File: config.mk
export PLATFORM = sky130hd
export DESIGN_NAME = rf_alu_sequencer
export DESIGN_NICKNAME = d
export VERILOG_FILES = /design/src/rtl/rf_alu_pkg.sv /design/src/rtl/rf_alu_decode.sv /design/src/rtl/rf_alu_sequencer.sv
export SDC_FILE = /design/constraint.sdc
export NUM_CORES = 1
export LEC_CHECK = 0
export ABC_AREA = 1
export BUFFER_PORTS_ARGS = -buffer_cell sky130_fd_sc_hd__buf_4
export CAP_MARGIN = 15
export CELL_PAD_IN_SITES_DETAIL_PLACEMENT = 1
export CELL_PAD_IN_SITES_GLOBAL_PLACEMENT = 1
export CORE_MARGIN = 4
export CORE_UTILIZATION = 35
export CTS_CLUSTER_DIAMETER = 80
export DETAILED_ROUTE_END_ITERATION = 6
export PLACE_DENSITY = 0.88
export RECOVER_POWER = 100
export SETUP_SLACK_MARGIN = 0.5
export SLEW_MARGIN = 20
export SYNTH_ARGS = -nofsm -noshare
export SYNTH_HDL_FRONTEND = slang
export SYNTH_SLANG_ARGS = --single-unit
File: constraint.sdc
create_clock -name clk -period 2.63 [get_ports clk]
set_input_delay 0.526 -clock clk [delete_from_list [all_inputs] [get_ports clk]]
set_output_delay 0.526 -clock clk [all_outputs]
set_load 0.005 [all_outputs]
File: src/rtl/rf_alu_pkg.sv
// rf_alu_pkg: shared opcodes, field positions, FSM states and control word for the RF+ALU sequencer
package rf_alu_pkg;
  localparam logic [3:0] OP_ADD = 4'd0, OP_ADC = 4'd1, OP_SUB = 4'd2, OP_SBB = 4'd3;
  localparam logic [3:0] OP_ADDI = 4'd4, OP_SUBI = 4'd5, OP_LDI = 4'd6, OP_NOP = 4'hF;
  localparam int OP_LSB = 12, RD_LSB = 9, RA_LSB = 6, RB_LSB = 3, IMM5_W = 5, IMM8_W = 8;
  typedef enum logic [1:0] {IDLE, EXEC, WB} state_t;
  typedef struct packed {
    logic adc;
    logic sub;
    logic sbb;
    logic src_b;
    logic use_c;
    logic wr;
    logic is_ldi;
    logic legal;
  } ctrl_t;
endpackage

File: src/rtl/rf_alu_decode.sv
// rf_alu_decode: maps a 4-bit opcode onto the sequencer control word
module rf_alu_decode import rf_alu_pkg::*; (
  input  logic [3:0] op,
  output ctrl_t      ctrl
);
  always_comb begin
    ctrl = '0;
    ctrl.legal = op <= OP_LDI || op == OP_NOP;
    ctrl.adc = op == OP_ADC;
    ctrl.sub = op == OP_SUB || op == OP_SUBI;
    ctrl.sbb = op == OP_SBB;
    ctrl.src_b = op == OP_ADDI || op == OP_SUBI;
    ctrl.use_c = op == OP_ADC || op == OP_SBB;
    ctrl.wr = op <= OP_LDI;
    ctrl.is_ldi = op == OP_LDI;
  end
endmodule

File: src/rtl/rf_alu_sequencer.sv
// rf_alu_sequencer: accept/exec/writeback micro-sequencer driving the RF_plus_ALU control ports
module rf_alu_sequencer import rf_alu_pkg::*; #(
  parameter int DW = 16,
  parameter int AW = 3
) (
  input  logic          clk,
  input  logic          clr,
  input  logic [DW-1:0] instr,
  input  logic          instr_valid,
  output logic          instr_ready,
  output logic          done,
  output logic          illegal,
  output logic [3:0]    flags_q,
  output logic [AW-1:0] Read_Addr_A,
  output logic [AW-1:0] Read_Addr_B,
  output logic [AW-1:0] Write_Addr,
  output logic [DW-1:0] Write_Data,
  output logic          Write_En,
  output logic          Pre_C,
  output logic          Src_ALU_B,
  output logic          ADC,
  output logic          SUB,
  output logic          SBB,
  output logic [4:0]    imm5,
  input  logic [DW-1:0] Y,
  input  logic          Z,
  input  logic          N,
  input  logic          C,
  input  logic          V
);
  state_t state_q, state_d;
  ctrl_t ctrl_q, ctrl_d, ctrl_in;
  logic [OP_LSB-1:0] ir_q, ir_d;
  logic [DW-1:0] result_q, result_d;
  logic [3:0] flags_d;
  logic illegal_q, illegal_d, exec, wb;
  rf_alu_decode u_dec (.op(instr[OP_LSB +: 4]), .ctrl(ctrl_in));
  assign exec = state_q == EXEC;
  assign wb = state_q == WB;
  assign instr_ready = state_q == IDLE && !illegal_q;
  assign illegal = illegal_q;
  assign done = !clr && (wb || (exec && ctrl_q.legal && !ctrl_q.wr));
  assign Read_Addr_A = exec ? ir_q[RA_LSB +: AW] : '0;
  assign Read_Addr_B = exec ? ir_q[RB_LSB +: AW] : '0;
  assign ADC = exec && ctrl_q.adc;
  assign SUB = exec && ctrl_q.sub;
  assign SBB = exec && ctrl_q.sbb;
  assign Src_ALU_B = exec && ctrl_q.src_b;
  assign Pre_C = exec && ctrl_q.use_c && flags_q[1];
  assign imm5 = exec ? ir_q[IMM5_W-1:0] : '0;
  assign Write_En = wb && !clr;
  assign Write_Addr = wb ? ir_q[RD_LSB +: AW] : '0;
  assign Write_Data = wb ? result_q : '0;
  always_comb begin
    state_d = state_q;
    ctrl_d = ctrl_q;
    ir_d = ir_q;
    result_d = result_q;
    flags_d = flags_q;
    illegal_d = 1'b0;
    if (instr_valid && instr_ready) begin
      ir_d = instr[OP_LSB-1:0];
      ctrl_d = ctrl_in;
      state_d = ctrl_in.legal ? EXEC : IDLE;
      illegal_d = !ctrl_in.legal;
    end else if (exec) begin
      state_d = ctrl_q.wr ? WB : IDLE;
      result_d = ctrl_q.is_ldi ? {{(DW-IMM8_W){1'b0}}, ir_q[IMM8_W-1:0]} : Y;
      flags_d = ctrl_q.wr && !ctrl_q.is_ldi ? {Z, N, C, V} : flags_q;
    end else if (wb) state_d = IDLE;
  end
  always_ff @(posedge clk) begin
    if (clr) begin
      state_q <= IDLE;
      ctrl_q <= '0;
      ir_q <= '0;
      result_q <= '0;
      flags_q <= '0;
      illegal_q <= 1'b0;
    end else begin
      state_q <= state_d;
      ctrl_q <= ctrl_d;
      ir_q <= ir_d;
      result_q <= result_d;
      flags_q <= flags_d;
      illegal_q <= illegal_d;
    end
  end
endmodule

==> results.py <==
metrics = {
    "power": {
        "clkPwrFrac": 0.356,
        "p_comb_frac": 0.132,
        "peakVddDrop_uv": 223,
        "intPower_uw": 1050,
        "powerDensity_mw_per_mm2": 495,
        "p_leak_uw": 0.00151,
        "seqPwrFrac": 0.512,
        "p_sw_frac": 0.244,
        "switchingPower_uw": 337,
    },
    "route": {
        "dr.pass1.iters": 4,
        "wl_met2_um": 3120,
        "via_count": 2156,
        "drtIter0Drc": 63,
        "drcViolationCount": 0,
        "wl_met1_um": 2680,
        "top_layer": "met4",
        "detail-route-antenna-nets": 0,
        "post_drt_wl_per_cell_um": 13.7,
        "vias_per_cell": 4.74,
        "met3WireLength_um": 399,
        "wl_um": 6220,
    },
    "worst_setup_path": {
        "critPathCaptureType": "output port",
        "crit_path_max_incr_delay_ps": 340,
        "cp_max_fo": 9,
        "crit_chain": "inv_1, ha_1, buf_4, nand2_1, inv_1, clkbuf_4",
        "cp_common_cell": "inv_1",
        "crit_slowest_cell": "ha_1",
        "cp.required_ps": 2100,
        "crit_type": "flop to output port",
        "critPathLaunchType": "flop",
        "crit_arrival_ps": 1590,
    },
    "finish": {
        "antenna_cells": 0,
        "syn_to_final_growth_pct": 33.8,
        "post-route-util": 0.496,
        "fin_nets": 426,
        "drive_above_1_share": 0.238,
    },
    "clocking": {
        "cts_made_buffers": 5,
        "clock_latency_ps": 290,
        "cts_buffer_depth": 2,
        "clk_pin_slew_ps": 70,
        "clock_sinks": 43,
        "cts_root_buf": "clkbuf_8",
        "htreeDepth": 2,
        "cts_tree": "yes",
    },
    "floorplan": {
        "die-area_mm2": 0.00727,
        "rows": 27,
        "io_pins": 82,
        "start_util": 0.371,
        "core_mm2": 0.00564,
        "die_width_um": 85.3,
        "die_h_um": 85.3,
    },
    "yosys": {
        "syn-instance-count": 310,
        "synth_top_area_share": 0.412,
        "ys_warn_count": 0,
        "syn_area_per_cell_um2": 6.74,
        "ys_types": 19,
        "yosys_register_bits": 43,
        "yosysTopAreaCell": "dfxtp_1",
        "synth-seq-area-share": 0.412,
        "syn_area_mm2": 0.00209,
        "synthTopCellsByArea": "dfxtp_1 41%, nand2_1 17%, inv_1 11%",
        "synth_fp_nets": 353,
    },
    "timing": {
        "max_freq_mhz": 473,
        "finClkSkew_ps": 4.59,
        "period_share": 0.804,
        "rsz0062_at_grt": "yes",
        "final-hold-violation-count": 0,
        "drv_slew": 0,
        "max_slew.worst_pin.slew_ps": 553,
        "fin_setup_tns_ps": 0,
        "setup_viol": 0,
        "min_period_ps": 2120,
        "maxSlewHeadroom": 0.629,
        "setup_slack_ps": 515,
    },
    "status": {
        "status": "complete, no violations",
    },
    "place": {
        "place_hpwl_um": 4620,
        "io_buffers": 81,
        "place.gp.congestion": 0.776,
        "place_ws_ps": 823,
    },
    "global_routing": {
        "grt_start_max_net_pins": 32,
        "grt_remaining_overflow": 0,
        "grt_pass1_vias": 2195,
        "antenna_found_initial": 0,
        "track_usage": 0.177,
        "grt_pass1_wl_um": 10500,
    },
    "hold_path": {
        "min_path_type": "flop to flop",
    },
    "run": {
        "max-cap-violations": 0,
    },
}
repair_timing:
| item | CTS | global route |
|---|---|---|
| buffers inserted | 0 | 0 |
| resized for setup | 1 | 6 |
| hold buffers | 0 | 0 |
| endpoints found under the setup margin | 2 | 4 |
critical path: cells and delay by family, from the launching register on:
family	cells	cell delay (ps)
simple gates	1	80
flops	1	330
fa+ha+maj	1	340
buf+inv	4	540
metal layers:
metal  track usage  vias up
met1         0.224      999
li1              -     1092
met5             0        -
met3        0.0340        2
met4        0.0417        0
met2         0.309       63
path summary, 6_finish.rpt:
path | slack (ps) | endpoint | cells past startpoint | from
worst min register to register | 450 | flags_q[3]$_SDFFE_PP0P_ | 2 | flags_q[3]$_SDFFE_PP0P_
worst max register to register | 540 | state_q[0]$_SDFFE_PP0P_ | 6 | state_q[0]$_SDFFE_PP0P_
worst max-delay path | 510 | Read_Addr_B[1] | 6 | state_q[1]$_SDFFE_PP0P_
worst min-delay path | 450 | flags_q[3]$_SDFFE_PP0P_ | 2 | flags_q[3]$_SDFFE_PP0P_
placed cells by master (no fill, tap or decap), types with 2 or more instances in the layout:
cell type and count:
o211ai_1 8, ha_1 4, nor2_1 9, dfxtp_1 43, nand3_1 26, buf_4 44
a21oi_1 32, nand3b_1 2, o21ai_0 6, nand2_1 97, inv_1 61, clkbuf_8 5
clkbuf_1 2, clkbuf_4 37
power groups by stage:
stage,logic [uW],registers (uW),clock network [uW]
4_1_cts,189,709,501
2_1_floorplan,109,717,0
5_1_grt,210,713,528
6_report,183,709,492
3_5_place_dp,187,724,0
3_3_place_gp,179,723,0
stage by stage:
| step | total power [uW] | std cells | hold WS, ps | instance area (um^2) |
|---|---|---|---|---|
| CTS | 1400 | 455 | 452 | 2800 |
| global route | 1450 | 455 | 476 | 2800 |
| finish | 1380 | 455 | 449 | 2800 |
| detailed placement | 911 | 448 | 441 | 2690 |
| floorplan | 826 | 310 | 440 | 2090 |
| global placement | 902 | 448 | 434 | 2690 |
sequential cells by signal, summed over array words and instances, names as in the netlist:
register,count
illegal,1
flags_q,4
result_q,16
ctrl_q,8
ir_q,12
state_q,2
kinds of logic after synthesis:
| family | after synthesis | share of synthesized area |
|---|---|---|
| AO/OA/AOI/OAI | 46 | 0.120 |
| AND/OR/NAND/NOR | 136 | 0.273 |
| adder cells (fa/ha/maj) | 4 | 0.0239 |
| buffers and inverters | 81 | 0.171 |
| flip-flops | 43 | 0.412 |
cells in the mapped netlist:
library cell / number
buf_4: 5
nor2_1: 9
buf_6: 3
inv_4: 1
clkbuf_1: 3
o211ai_1: 8
a21oi_1: 32
nand4_1: 1
inv_1: 61
buf_2: 7
nand3_4: 1
ha_1: 4
o21ai_0: 6
clkinv_2: 1
nand3_2: 1
nand3b_1: 2
nand2_1: 97
dfxtp_1: 43
nand3_1: 25
cell type report:
type / count / area, um^2
clock buffers: 6 / 72.6
clock inverters: 1 / 30.0
fillers: 763 / 2850
inverters: 63 / 240
multi-input cells: 186 / 867
flip-flops and latches: 43 / 861
well taps: 72 / 90.1
repair buffers: 84 / 636
No activity file was read; power rests on OpenSTA's default activity.
